$ cat config.mk
export PLATFORM = sky130hd
export DESIGN_NAME = text_line_fetch
export DESIGN_NICKNAME = d
export VERILOG_FILES = /design/src/rtl/video_pkg.sv /design/src/rtl/pix_shift8.sv /design/src/rtl/text_line_fetch.sv
export SDC_FILE = /design/constraint.sdc
export NUM_CORES = 1
export LEC_CHECK = 0
export BUFFER_PORTS_ARGS = -buffer_cell sky130_fd_sc_hd__clkbuf_2
export CAP_MARGIN = 20
export CORE_AREA = 3 3 101 103
export CTS_CLUSTER_DIAMETER = 100
export CTS_CLUSTER_SIZE = 28
export DETAILED_ROUTE_END_ITERATION = 16
export DIE_AREA = 0 0 104 106
export PLACE_DENSITY = 0.67
export SYNTH_ARGS = -nofsm -noshare
export SYNTH_HDL_FRONTEND = slang
export SYNTH_SLANG_ARGS = --single-unit
$ cat constraint.sdc
create_clock -name VCLK -period 2.9 [get_ports VCLK]
set_clock_uncertainty 0.1 [all_clocks]
set_input_delay 0.29 -clock VCLK [delete_from_list [all_inputs] [get_ports VCLK]]
set_output_delay 0.29 -clock VCLK [all_outputs]
set_load 0.01 [all_outputs]
$ cat src/rtl/video_pkg.sv
// Shared video-side constants, FSM state encoding and slot schedule for the
// text line fetcher.
package video_pkg;

    localparam int CHAR_W  = 8;
    localparam int CG_AW   = 11;
    localparam int VRAM_AW = 11;

    typedef enum logic [1:0] {
        IDLE  = 2'd0,
        FETCH = 2'd1,
        DRAIN = 2'd2
    } state_t;

    // Slot positions inside one 8-pixel character time
    localparam logic [2:0] SLOT_VA   = 3'd0;
    localparam logic [2:0] SLOT_CODE = 3'd2;
    localparam logic [2:0] SLOT_CG   = 3'd3;
    localparam logic [2:0] SLOT_FONT = 3'd5;
    localparam logic [2:0] SLOT_LOAD = 3'd7;

    // CG ROM address: character code selects the glyph, raster line the row
    function automatic logic [CG_AW-1:0] cg_addr(input logic [CHAR_W-1:0] code,
                                                 input logic [2:0]        ra);
        return {code, ra};
    endfunction

endpackage

$ cat src/rtl/pix_shift8.sv
// 8-bit font row serialiser. A load hands over a new glyph row; the row is
// then emitted MSB first, one pixel per clock enable, with PIX_DE marking
// valid pixels. A flush discards anything in flight.
module pix_shift8
    import video_pkg::*;
(
    input  logic              i_clk,
    input  logic              i_rst_n,
    input  logic              i_ce,
    input  logic              i_flush,
    input  logic              i_load,
    input  logic [CHAR_W-1:0] i_data,
    output logic              o_pix,
    output logic              o_de
);

    logic [CHAR_W-1:0] r_shift;
    logic [3:0]        r_bits;
    logic              r_pix;
    logic              r_de;

    // Emit one pixel per enable while bits remain; a load may coincide with the last bit of the previous row
    always_ff @(posedge i_clk or negedge i_rst_n) begin
        if (!i_rst_n) begin
            r_shift <= 8'h00;
            r_bits  <= 4'd0;
            r_pix   <= 1'b0;
            r_de    <= 1'b0;
        end else if (i_ce) begin
            if (i_flush) begin
                r_shift <= 8'h00;
                r_bits  <= 4'd0;
                r_pix   <= 1'b0;
                r_de    <= 1'b0;
            end else begin
                if (r_bits != 4'd0) begin
                    r_pix <= r_shift[CHAR_W-1];
                    r_de  <= 1'b1;
                end else begin
                    r_pix <= 1'b0;
                    r_de  <= 1'b0;
                end
                if (i_load) begin
                    r_shift <= i_data;
                    r_bits  <= 4'd8;
                end else if (r_bits != 4'd0) begin
                    r_shift <= {r_shift[CHAR_W-2:0], 1'b0};
                    r_bits  <= r_bits - 4'd1;
                end else begin
                    r_shift <= r_shift;
                    r_bits  <= r_bits;
                end
            end
        end
    end

    assign o_pix = r_pix;
    assign o_de  = r_de;

endmodule

$ cat src/rtl/text_line_fetch.sv
// Text-mode line fetcher: walks one text row of VRAM, looks up each glyph
// row in the CG ROM and streams the pixels. The LINE_START cycle itself acts
// as slot 0 of column 0, so the first pixel leaves 8 enables after it.
module text_line_fetch
    import video_pkg::*;
#(
    parameter int COLS = 80,
    parameter int AW   = VRAM_AW
) (
    input  logic             VCLK,
    input  logic             RESET_N,
    input  logic             PIX_CE,
    input  logic             LINE_START,
    input  logic [AW-1:0]    ROW_ADDR,
    input  logic [2:0]       RA,
    output logic [AW-1:0]    VA,
    input  logic [7:0]       VDO,
    output logic [CG_AW-1:0] CG_A,
    input  logic [7:0]       CG_D,
    output logic             PIX,
    output logic             PIX_DE,
    output logic             BUSY
);

    localparam int               COL_W    = $clog2(COLS);
    localparam logic [COL_W-1:0] COL_LAST = COL_W'(COLS - 1);

    state_t            r_state;
    state_t            w_next_state;
    logic              r_busy;
    logic [2:0]        r_sc;
    logic [COL_W-1:0]  r_col;
    logic [AW-1:0]     r_row_q;
    logic [2:0]        r_ra_q;
    logic [AW-1:0]     r_va;
    logic [CHAR_W-1:0] r_code;
    logic [CHAR_W-1:0] r_font;
    logic [CG_AW-1:0]  r_cga;
    logic              w_start;
    logic              w_load;

    assign w_start = PIX_CE & LINE_START;
    assign w_load  = PIX_CE & ~LINE_START & (r_state == FETCH) & (r_sc == SLOT_LOAD);

    // State register and registered busy flag
    always_ff @(posedge VCLK or negedge RESET_N) begin
        if (!RESET_N) begin
            r_state <= IDLE;
            r_busy  <= 1'b0;
        end else begin
            r_state <= w_next_state;
            r_busy  <= (w_next_state != IDLE);
        end
    end

    // Next-state logic; a LINE_START always (re)starts a fetch
    always_comb begin
        w_next_state = r_state;
        case (r_state)
            IDLE: begin
                if (w_start) begin
                    w_next_state = FETCH;
                end else begin
                    w_next_state = IDLE;
                end
            end
            FETCH: begin
                if (w_start) begin
                    w_next_state = FETCH;
                end else if (PIX_CE && (r_sc == SLOT_LOAD) && (r_col == COL_LAST)) begin
                    w_next_state = DRAIN;
                end else begin
                    w_next_state = FETCH;
                end
            end
            DRAIN: begin
                if (w_start) begin
                    w_next_state = FETCH;
                end else if (PIX_CE && (r_sc == SLOT_LOAD)) begin
                    w_next_state = IDLE;
                end else begin
                    w_next_state = DRAIN;
                end
            end
            default: begin
                w_next_state = IDLE;
            end
        endcase
    end

    // Slot/column counters and the per-slot fetch pipeline
    always_ff @(posedge VCLK or negedge RESET_N) begin
        if (!RESET_N) begin
            r_sc    <= 3'd0;
            r_col   <= '0;
            r_row_q <= '0;
            r_ra_q  <= 3'd0;
            r_va    <= '0;
            r_code  <= 8'h00;
            r_font  <= 8'h00;
            r_cga   <= '0;
        end else if (w_start) begin
            r_sc    <= 3'd1;
            r_col   <= '0;
            r_row_q <= ROW_ADDR;
            r_ra_q  <= RA;
            r_va    <= ROW_ADDR;
        end else if (PIX_CE && (r_state != IDLE)) begin
            r_sc <= r_sc + 3'd1;
            if (r_state == FETCH) begin
                case (r_sc)
                    SLOT_VA:   r_va   <= r_row_q + AW'(r_col);
                    SLOT_CODE: r_code <= VDO;
                    SLOT_CG:   r_cga  <= cg_addr(r_code, r_ra_q);
                    SLOT_FONT: r_font <= CG_D;
                    SLOT_LOAD: begin
                        if (r_col != COL_LAST) begin
                            r_col <= r_col + 1'b1;
                        end
                    end
                    default: begin
                    end
                endcase
            end
        end
    end

    pix_shift8 u_shift (
        .i_clk   (VCLK),
        .i_rst_n (RESET_N),
        .i_ce    (PIX_CE),
        .i_flush (w_start),
        .i_load  (w_load),
        .i_data  (r_font),
        .o_pix   (PIX),
        .o_de    (PIX_DE)
    );

    assign VA   = r_va;
    assign CG_A = r_cga;
    assign BUSY = r_busy;

endmodule

* Yosys cells after proc, flatten, opt, wreduce, memory -nomap -nowiden
Cells that the tools add are included.
** Storage, ports and cells
- Memories kept :: 0
- ROM bits :: 0
- Output and inout port bits :: 25
- Bits of input ports :: 34
- Bits in writable memories :: 0
- Bits in latches :: 0
- Register bits :: 79
- Word-level logic and storage cells :: 79
** Cells by class
- $lt $le $gt $ge :: 0
- Divide/modulo/power cells :: 0
- $mul :: 0
- Muxes and demuxes :: 27
- Reduce and logical (&&, ||, !) cells :: 20
- Shift operators :: 0
- Equality and inequality tests :: 8
- Add/subtract/negate cells :: 4
- Bitwise operators :: 6
** Operators by type and width (count)
- $mux W11 :: 4
- $mux W7 :: 5
- $mux W8 :: 3
- $reduce_and A4 Y1 :: 4
- $reduce_bool A2 Y1 :: 7
- $mux W4 :: 3
- $add A11 B7 Y11 :: 1
- $mux W2 :: 4
- $add A7 B1 Y7 const B :: 1
- $eq A7 B7 Y1 const B :: 1
- $ne A7 B7 Y1 const B :: 1
- $eq A3 B2 Y1 const B :: 2
- $eq A3 B3 Y1 const B :: 2
- $mux W3 :: 2
- $pmux W2 S3 :: 1
- $mux W1 :: 5
- $and A1 B1 Y1 :: 4
- $reduce_bool A4 Y1 :: 1
- $sub A4 B1 Y4 const B :: 1
- $add A3 B1 Y3 const B :: 1
- $logic_and A1 B1 Y1 :: 3
- $logic_not A3 Y1 :: 1
- $reduce_and A3 Y1 :: 1
- $reduce_bool A3 Y1 :: 1
- 5 further kinds :: 6

* Logic depth before layout (Yosys ltp)
Gate-level depths: netlist of run 1.
- Depth in word-level cells :: 7
- Gate-level depth with buffers :: 8
- Gate-level depth less buffers :: 8

* By module
From an unflattened synthesis of run 1, not the netlist that was laid out.
** Unflattened totals
- Cell total of the unflattened synthesis :: 375
- Area, all modules :: 4086.4 µm²
** Modules (own cells, without submodules)
- text_line_fetch :: area an instance 3320.7 µm², cells an instance 301, instances 1
- pix_shift8 :: area an instance 765.7 µm², cells an instance 74, instances 1

* Worst setup path before layout of run 1
Ideal clock, no wire load.
- Kind :: register -> register
- Start :: reg r_col[0]
- End :: reg r_va[8] (netlist: VA[8])
- Slack :: 0.990 ns
- Clock period less this slack :: 1.910 ns
- Path buffers :: 0
- Data arrival time :: 1.677 ns
- Stages on the path, launching flop included :: 9
- Path through :: dfrtp_1 -> ha_1 -> inv_1 -> fa_1 -> nand2b_1 -> a21o_1 -> a21oi_1 -> xnor2_1 -> o211ai_1
** Between the ends
- Longest elaborated chain between the ends :: 5
** Ends and longest elaborated chain
- start, declared :: RTL line text_line_fetch.sv:32 : logic [COL_W-1:0] r_col;
- start signal, assigned :: RTL line text_line_fetch.sv:118 : r_col <= r_col + 1'b1;
- $add A11 B7 Y11 :: RTL line text_line_fetch.sv:112 : SLOT_VA: r_va <= r_row_q + AW'(r_col);
- $mux W11 :: RTL line text_line_fetch.sv:111 : case (r_sc)
- $mux W11 :: RTL line text_line_fetch.sv:110 : if (r_state == FETCH) begin
- $mux W11 :: RTL line text_line_fetch.sv:108 : end else if (PIX_CE && (r_state != IDLE)) begin
- $mux W11 :: RTL line text_line_fetch.sv:102 : end else if (w_start) begin
- end signal, assigned :: RTL line text_line_fetch.sv:112
- end, declared :: RTL line text_line_fetch.sv:35 : logic [AW-1:0] r_va;
No other way between the ends. The select of a mux whose other input is x is not followed.
A chain may end at the register's enable or synchronous reset.

* Worst setup path after layout of run 1
- Start :: reg r_sc[0]
- End :: reg u_shift.r_shift[7]
** Between the ends
- Longest elaborated chain between the ends :: 4
- Elaborated cells on any way between the ends :: 6
** Ends and longest elaborated chain
- start, declared :: RTL line text_line_fetch.sv:31 : logic [2:0] r_sc;
- start signal, assigned :: RTL line text_line_fetch.sv:109 : r_sc <= r_sc + 3'd1;
- $eq A3 B3 Y1 * :: RTL line text_line_fetch.sv:43 : assign w_load = PIX_CE & ~LINE_START & (r_state == FETCH) & (r_sc == SLOT_LOAD);
- $and A1 B1 Y1 * :: RTL line text_line_fetch.sv:43
- $reduce_bool A3 Y1 (no line) or $mux W8 (tied branches)
- $reduce_and A2 Y1 (no line) or $mux W8 (tied branches)
- end signal, assigned :: RTL line pix_shift8.sv:44 : r_shift <= i_data;
- end signal, assigned :: RTL line pix_shift8.sv:47 : r_shift <= {r_shift[CHAR_W-2:0], 1'b0};
- end signal, assigned :: RTL line pix_shift8.sv:50 : r_shift <= r_shift;
- end, declared :: RTL line pix_shift8.sv:17 : logic [CHAR_W-1:0] r_shift;
Every way passes the cells marked *; elsewhere a longest branch is shown, timed or not.

==> results of run 1 <==
metrics by stage:
step	setup WS (ns)	hold WS, ns	util
2_1_floorplan	0.990	-0.106	-
3_3_place_gp	0.693	0.359	0.444
3_5_place_dp	0.670	0.370	0.444
4_1_cts	0.619	0.0297	0.471
5_1_grt	0.403	0.0537	0.471
6_report	0.615	-0.00249	0.471
worst paths after layout:
kind                                       to  slack [ns]    start
hold / removal                          VA[3]      -0.002  RESET_N
min in group VCLK                   r_ra_q[2]        0.04    RA[2]
setup reg to reg           u_shift.r_shift[7]        0.62  r_sc[0]
max in group asynchronous            CG_A[10]        2.07  RESET_N
setup / recovery           u_shift.r_shift[7]        0.62  r_sc[0]
hold reg to reg                         VA[0]        0.39    VA[0]
area by class of cell:
type | instances | area share
timing repair buffer | 61 | 0.0721
inverter | 18 | 0.0155
clock buffer | 10 | 0.0292
sequential | 79 | 0.452
multi-input combinational | 234 | 0.367
clock inverter | 6 | 0.0269
tap | 129 | 0.0369
registers in the layout, summed over array words and instances (netlist names), 2 cells and up:
register / flops
r_sc: 3
VA: 11
r_code: 8
r_state: 2
r_ra_q: 3
u_shift.r_shift: 8
r_col: 7
r_font: 8
CG_A: 11
u_shift.r_bits: 4
r_row_q: 11
power groups by stage:
stage               clock network [W]  registers, W  logic, W
floorplan                           0       0.00159  0.000483
detailed placement                  0       0.00157  0.000797
global route                  0.00106       0.00159  0.000890
CTS                           0.00102       0.00155  0.000800
global placement                    0       0.00156  0.000773
finish                       0.000994       0.00155  0.000784
cells in the final DEF, fill, tap and decap left out, drive strengths merged, types with 11 or more instances in the layout:
| cell | netlist | layout |
|---|---|---|
| nand3 | 11 | 11 |
| ha | 16 | 16 |
| nor2 | 11 | 11 |
| mux2 | 30 | 30 |
| inv | 18 | 19 |
| dfrtp | 79 | 79 |
| nand2 | 61 | 61 |
| o21ai | 25 | 25 |
| a21oi | 12 | 12 |
| clkbuf | 2 | 67 |
worst max-delay path: stages (launching register included):
cell	delay [ns]
dfrtp_1	0.43
ha_1	0.24
ha_1	0.24
and2_2	0.28
o31ai_2	0.60
a222oi_1	0.23
inv_1	0.08
routing by layer:
| layer | wire [um] | vias up | global-route usage |
|---|---|---|---|
| li1 | - | 1320 | - |
| met1 | 3510 | 1349 | 0.184 |
| met2 | 3530 | 51 | 0.234 |
| met3 | 272 | 7 | 0.0267 |
| met4 | 90 | 0 | 0.0513 |
| met5 | 0 | - | 0 |
cells by family (layout without fill, tap and decap cells):
family,count (synthesis),in the layout
AND/OR/NAND/NOR,111,111
flip-flops,79,79
AO/OA/AOI/OAI,63,63
multiplexers,30,30
buffers and inverters,29,95
adder cells (fa/ha/maj),17,17
XOR/XNOR,13,13
==> run metrics, run 1 <==
deepest clock path buffer count=2; EDFF count, synth=0; CTS Sinks=79; Pint=0.00235 W; DP Wirelength=5200 um; Seq/Total Area, Yosys=0.533; initial antenna violation count=0; Non-Filler Instances=537; global-route wire length before repair=12900 um; list of most frequent post-synthesis cells=dfrtp_1 (79), nand2_1 (61), mux2_2 (30); cell with the most instances after synthesis=dfrtp_1; CTS Hold Bufs=0; mux cell area share after synthesis=0.0911; initial core utilization=0.400; Synth top area share=0.533; PwrDens=762 nW/um2; Overflow after GRT=0; sequential share of power=0.466; predominant post-synthesis flop cell=dfrtp_1; Die W=104 um; area grow syn2layout=17.8%; Startpoint Class=flop; post-layout min period=2.28 ns; post-detailed-route wirelength per cell=13.8 um; # IOs=59; setup_tns=0 ns; status=finished with violations; R2R cell count=6; Req. time, crit path=3.08 ns; Post-Synth Adder-Cell Area=0.0594; WS Path Type=flop to flop; RSZ-0062 raised after global routing=false; share of cells above drive strength 1=0.270; clock root cell=clkbuf_8; pin count of the biggest net entering global routing=80; area occupied by multi-input gates=1610 um2; Post-Syn Area=3710 um2; FF+latch area=1980 um2; compound-cell area share of the yosys netlist=0.109; worst-path fanout max=12; global-route usage over all layers=0.141; number of antenna-violating nets in the routed design=0; Die Span Y=106 um; RD Place Congestion=0.851; share of flip-flops with an asynchronous set or reset=1.00; placed cells=521; vias in the first global route=2796; Detailed Route WL=7400 um; Tot Pwr=0.00333 W; Fin. Hold Viols=1; first-iteration detailed-routing DRC count=197; FILL cells=893; Mapped Cells=342; Port Buf Inserts=58; Logic pwr share=0.236; CTS H-Tree Depth=3; clock-pin transition on the worst setup and hold timing paths=0.09 ns; Cell variety after synth=44; sw frac=0.295; P_sw=0.000983 W; failing checks=negative hold slack; die area=11000 um2; YS warnings=0; largest vdd supply drop=0.273 mV; CTS tree=built; Synth area leader=dfrtp_1; row count=35; main combinational cell family by area after synthesis=simple AND/OR/NAND/NOR gates; Nets=454; Synth Register Bits=79; Skew-Pair Late Insertion Delay=0.35 ns; Leak=2.16 nW; critical path data arrival time=2.47 ns; post-CTS setup buffer count=0; # diodes=0; 1st-pass router iterations=4; final instance area=4370 um2; total number of vias=2727; Slew HR=0.341; Setup crit end kind=flop; total CTS buffers=9; Slew Limit Fails=0; DRC=0; final period utilization=0.788; maxcap violations=0; CTS resizes=0; core area=9280 um2; syn_nets=393; Synth area leaders=dfrtp_1 (53%), mux2_2 (9.1%), nand2_1 (6.2%); Hold Slack=-0.00249 ns; post-synthesis simple-gate area fraction=0.143; Highest Clock Rate=438 MHz; final setup vio count=0; syn avg cell area=10.8 um2; Placed Area=4130 um2; Post-Synth XOR/XNOR Area=0.0307; Vias per Instance=5.08; worst hold path class=input pin to async pin; Slew @ Worst Pin=0.989 ns; Clk pwr share=0.299
Power figures use the tool's default switching activity.
==> inputs of run 2 (changes only) <==
- clock period: 2.9 -> 2.2 ns (I/O delays scaled with it)
==> run 2 against run 1 <==
Compared with the run above: the flow now finishes without violations; sequential cell count stayed put; final cell count rose by 6.5%; non-clock buffer count grew 35; clock-buffer cell count unchanged; via count rose by 4.8%; wire length rose by 6.2%.
==> run metrics, run 2 (synthesis results as in run 1) <==
PwrDens=895 nW/um2 (+18%); area grow syn2layout=25.9%; global-route wire length before repair=13700 um (+6.5%); worst hold path class=input pin to flop; DP Wirelength=5350 um (+2.9%); Placed Area=4170 um2 (+1.0%); Vias per Instance=5.00 (-1.6%); final period utilization=0.961 (+0.174); Fin. Hold Viols=0 (-1); setup ws final=0.0848 ns (-0.530 ns); Skew-Pair Late Insertion Delay=0.35 ns (about the same); Overflow after GRT=0 (unchanged); worst-path fanout max=4 (-8); Detailed Route WL=7860 um (+6.2%); commonest non-fill, non-tap cells in the layout=dfrtp_1 (79), nand2_1 (61), clkbuf_2 (57); sw frac=0.321 (+0.0259); Nets=489 (+7.7%); Port Buf Inserts=58 (unchanged); CTS Sinks=79 (unchanged); total CTS buffers=9 (unchanged); final instance area=4670 um2 (+6.9%); Pint=0.00284 W (+21%); CTS tree=built; setup_tns=0 ns (unchanged); Setup crit end kind=flop; post-detailed-route wirelength per cell=13.7 um (-0.27%); Die Span Y=106 um (unchanged); critical path data arrival time=2.24 ns (-0.23 ns); Leak=2.29 nW (+5.9%); largest vdd supply drop=0.370 mV (+36%); Die W=104 um (unchanged); DRC=0 (unchanged); # IOs=59 (unchanged); Startpoint Class=flop; deepest clock path buffer count=2 (unchanged); most common cell after layout, fill and taps aside=dfrtp_1; Slew @ Worst Pin=0.504 ns (-0.485 ns); RD Place Congestion=0.839 (-1.3%); row count=35 (unchanged); CTS H-Tree Depth=3 (unchanged); sequential share of power=0.489 (+0.023); vias in the first global route=2968 (+6.2%); Slew HR=0.663 (+0.322); first-iteration detailed-routing DRC count=119 (-40%); Hold Path Stages=2; initial core utilization=0.400 (unchanged); 1st-pass router iterations=5 (+1); Req. time, crit path=2.33 ns (-0.75 ns); Logic pwr share=0.266 (+0.030); clock-pin transition on the worst setup and hold timing paths=0.08 ns (about the same); pre-CTS setup slack=0.111 ns (-0.560 ns); global-route usage over all layers=0.151 (+0.0104); share of cells above drive strength 1=0.266 (-0.00324); Clk pwr share=0.245 (-0.054); status=completed; WS Path Type=flop to flop; post-layout min period=2.12 ns (-0.170 ns); maxcap violations=0 (unchanged); core area=9280 um2 (unchanged); initial antenna violation count=0 (unchanged); R2R cell count=8 (+2); number of antenna-violating nets in the routed design=0 (unchanged); final setup vio count=0 (unchanged); total number of vias=2859 (+4.8%); clock root cell=clkbuf_8; Highest Clock Rate=473 MHz (+8.0%); P_sw=0.00134 W (+37%); die area=11000 um2 (unchanged); Tot Pwr=0.00418 W (+26%); pin count of the biggest net entering global routing=51 (-36%); Slew Limit Fails=0 (unchanged); # diodes=0 (unchanged)
run 2: cell count changes in the layout (fill, tap and decap cells not counted), sizes merged:
cell and delta:
dlygate4sd3 +30, buf +5, bufinv -3, inv +2, clkinvlp +1
run 2: final timing paths:
check	startpoint	end	slack [ns]
worst max-delay path	r_col[0]	VA[8]	0.08
worst min-delay path	VDO[2]	r_code[2]	0.02
worst min register to register	r_ra_q[1]	r_ra_q[1]	0.38
max in group asynchronous	RESET_N	r_ra_q[2]	1.16
worst max register to register	r_col[0]	VA[8]	0.08
min in group asynchronous	RESET_N	VA[1]	0.25
run 2: final cells by class:
| type | count | area, um2 |
|---|---|---|
| Fill cell | 874 | 4610 |
| Clock inverter | 6 | 50.0 |
| Tap cell | 129 | 161 |
| Clock buffer | 10 | 138 |
| Inverter | 18 | 67.6 |
| Sequential cell | 79 | 1980 |
| Multi-Input combinational cell | 234 | 1610 |
| Timing Repair Buffer | 96 | 666 |
run 2: metal layers:
layer | part of all wire | track usage | routed length [um]
met1 | 0.46 | 0.188 | 3590
met5 | 0 | 0 | 0
met2 | 0.49 | 0.256 | 3850
met4 | 0.021 | 0.0655 | 165
met3 | 0.033 | 0.0304 | 261
run 2: critical path, cell delays in order (launching register included):
cell      delay, ns
dfrtp_1        0.41
ha_1           0.22
inv_1          0.07
fa_1           0.42
nand2b_1       0.19
a21o_1         0.21
a21oi_1        0.17
xnor2_1        0.13
o211ai_1       0.09
run 2: power by group through the flow:
stage	Sequential, W	Combinational, W	Clock [W]
after floorplan	0.00210	0.000637	0
after global placement	0.00205	0.00104	0
after detailed placement	0.00207	0.00107	0
after CTS	0.00205	0.00113	0.00107
after global routing	0.00209	0.00126	0.00112
final	0.00204	0.00111	0.00102
run 2: through the flow:
| stage | std cells | hold WS, ns | util |
|---|---|---|---|
| after CTS | 571 | 0.000961 | 0.502 |
| after global routing | 572 | 0.00607 | 0.503 |
| after floorplan | 342 | -0.176 | - |
| after global placement | 525 | 0.0892 | 0.449 |
| after detailed placement | 525 | 0.0943 | 0.449 |
| final | 572 | 0.0184 | 0.503 |
run 2: what timing repair did:
item	CTS	global route
endpoints found under the setup margin	0	17
hold buffers	30	0
resized for setup	0	3
endpoints found under the hold margin	59	0
setup buffers	0	1
==> inputs of run 3 (changes only) <==
- CAP_MARGIN: 20 -> default
- PLACE_DENSITY: 0.67 -> 0.69
- clock period: 2.2 -> 1.9 ns (I/O delays scaled with it)
==> run 3 against run 2 <==
Compared with the run above: the run now ends with negative setup slack left; combinational power up 39%; clock power up 26%; non-clock buffer count rose by 34; utilization increased by 4.5 points; design area up 9.0%; critical path depth unchanged; setup slack worse by 0.096 ns; sequential cell count unchanged; total power rose by 24%; highest routed layer unchanged.
==> run metrics, run 3 (synthesis results as in run 1) <==
DRC=0 (unchanged); row count=35 (unchanged); Skew-Pair Late Insertion Delay=0.36 ns (about the same); area grow syn2layout=37.2%; final period utilization=1.01 (+0.0446); Vias per Instance=4.92 (-1.5%); Detailed Route WL=8080 um (+2.7%); Fin. Hold Viols=0 (unchanged); largest vdd supply drop=0.550 mV (+49%); post-detailed-route wirelength per cell=13.3 um (-3.1%); ordered cell list for the critical path=ha_2, inv_2, fa_2, nand2b_4, a21o_1, a21oi_2, xnor2_1, o211ai_1; initial antenna violation count=0 (unchanged); maxcap violations=0 (unchanged); clock root cell=clkbuf_8; commonest non-fill, non-tap cells in the layout=dfrtp_1 (79), nand2_1 (60), clkbuf_2 (57); Buf+Inv Stages, Crit Path=1 (unchanged); Highest Clock Rate=523 MHz (+11%); Slew @ Worst Pin=0.426 ns (-0.0780 ns); failing checks=negative setup slack; initial core utilization=0.400 (unchanged); first-iteration detailed-routing DRC count=144 (+21%); worst-path fanout max=3 (-1); pre-CTS setup slack=-0.0769 ns (-0.187 ns); status=finished with violations; die area=11000 um2 (unchanged); setup_tns=-0.0116 ns (-0.0116 ns); total number of vias=2983 (+4.3%); slowest stage delay, CP=0.37 ns (-0.05 ns); setup ws final=-0.0116 ns (-0.0964 ns); Overflow after GRT=0 (unchanged); WS Path Type=flop to flop; Startpoint Class=flop; Setup crit end kind=flop; delay-heaviest family, CP=adder cells; critical path's slowest cell=dfrtp_1; CTS H-Tree Depth=3 (unchanged); CTS tree=built; PwrDens=1020 nW/um2 (+14%); # IOs=59 (unchanged); Leak=2.49 nW (+9.0%); Port Buf Inserts=58 (unchanged); vias in the first global route=3023 (+1.9%); post-layout min period=1.91 ns (-0.204 ns); critical path data arrival time=2.04 ns (-0.20 ns); # diodes=0 (unchanged); Req. time, crit path=2.03 ns (-0.30 ns); Slew Limit Fails=0 (unchanged); RSZ-0062 raised after global routing=true; RD Place Congestion=0.772 (-8.0%); clock-pin transition on the worst setup and hold timing paths=0.09 ns (about the same); deepest clock path buffer count=2 (unchanged); number of antenna-violating nets in the routed design=0 (unchanged); Die Span Y=106 um (unchanged); final setup vio count=1 (+1); FILL cells=821 (-6.1%); pin count of the biggest net entering global routing=80 (+57%); Die W=104 um (unchanged); DP Wirelength=5550 um (+3.7%); worst hold path class=input pin to flop; core area=9280 um2 (unchanged); fin util=0.548 (+0.0451); total CTS buffers=9 (unchanged); 1st-pass router iterations=5 (unchanged); CTS Sinks=79 (unchanged); most common cell after layout, fill and taps aside=dfrtp_1; worst reg2reg setup slack=-0.01 ns (-0.10 ns); Slew HR=0.715 (+0.0521); global-route usage over all layers=0.152 (+0.00119); share of cells above drive strength 1=0.363 (+0.0963); Nets=523 (+7.0%); global-route wire length before repair=13800 um (+0.46%)
[run 3: cell types whose count changed in the layout (fill, tap and decap cells not counted), sizes merged]
cell and change:
clkinvlp -1, buf +33, clkinv +1, bufinv +1
clkbuf -1, dlygate4sd3 +1
[run 3: area by class of cell]
cell class	instances	area, um2	area share
tap	129	161	0.0317
clock inverter	7	80.1	0.0157
timing repair buffer	130	947	0.186
clock buffer	9	124	0.0243
sequential	79	1980	0.388
multi-input combinational	234	1730	0.341
inverter	18	67.6	0.0133
[run 3: layer usage]
layer	wire length, um	vias to the layer above	GRT usage
li1	-	1461	-
met1	3620	1447	0.193
met2	4000	67	0.253
met3	364	8	0.0425
met4	89	0	0.0494
met5	0	-	0
[run 3: timing repair]
item,CTS,global route
setup buffers,0,4
gates resized for setup,12,24
hold buffers,31,0
hold endpoints to repair,115,0
cloned,1,0
setup endpoints to repair,17,23
pin swaps,3,11
[run 3: through the flow]
stage	cells	total power, W	hold WS (ns)	cell area, um2
4_1_cts	602	0.00516	0.0311	4960
5_1_grt	606	0.00555	0.0578	5090
3_3_place_gp	554	0.00368	0.142	4410
2_1_floorplan	342	0.00317	-0.206	3720
3_5_place_dp	554	0.00376	0.146	4410
6_report	606	0.00519	0.0386	5090
[run 3: report_power, final]
group / total [W] / leakage, nW / internal [W] / switching, W
combinational: 0.00154 / 1.38 / 0.000820 / 0.000717
clock: 0.00129 / 0.102 / 0.000625 / 0.000663
sequential: 0.00237 / 1.01 / 0.00211 / 0.000262
[run 3: worst paths after layout]
| check | depth (start not counted) | startpoint | to |
|---|---|---|---|
| max in group asynchronous | 3 | RESET_N | VA[10] |
| min in group asynchronous | 3 | RESET_N | r_font[5] |
| min | 2 | LINE_START | r_sc[1] |
| max reg2reg | 8 | r_row_q[0] | VA[8] |
| max | 8 | r_row_q[0] | VA[8] |
| min reg2reg | 2 | r_ra_q[2] | r_ra_q[2] |
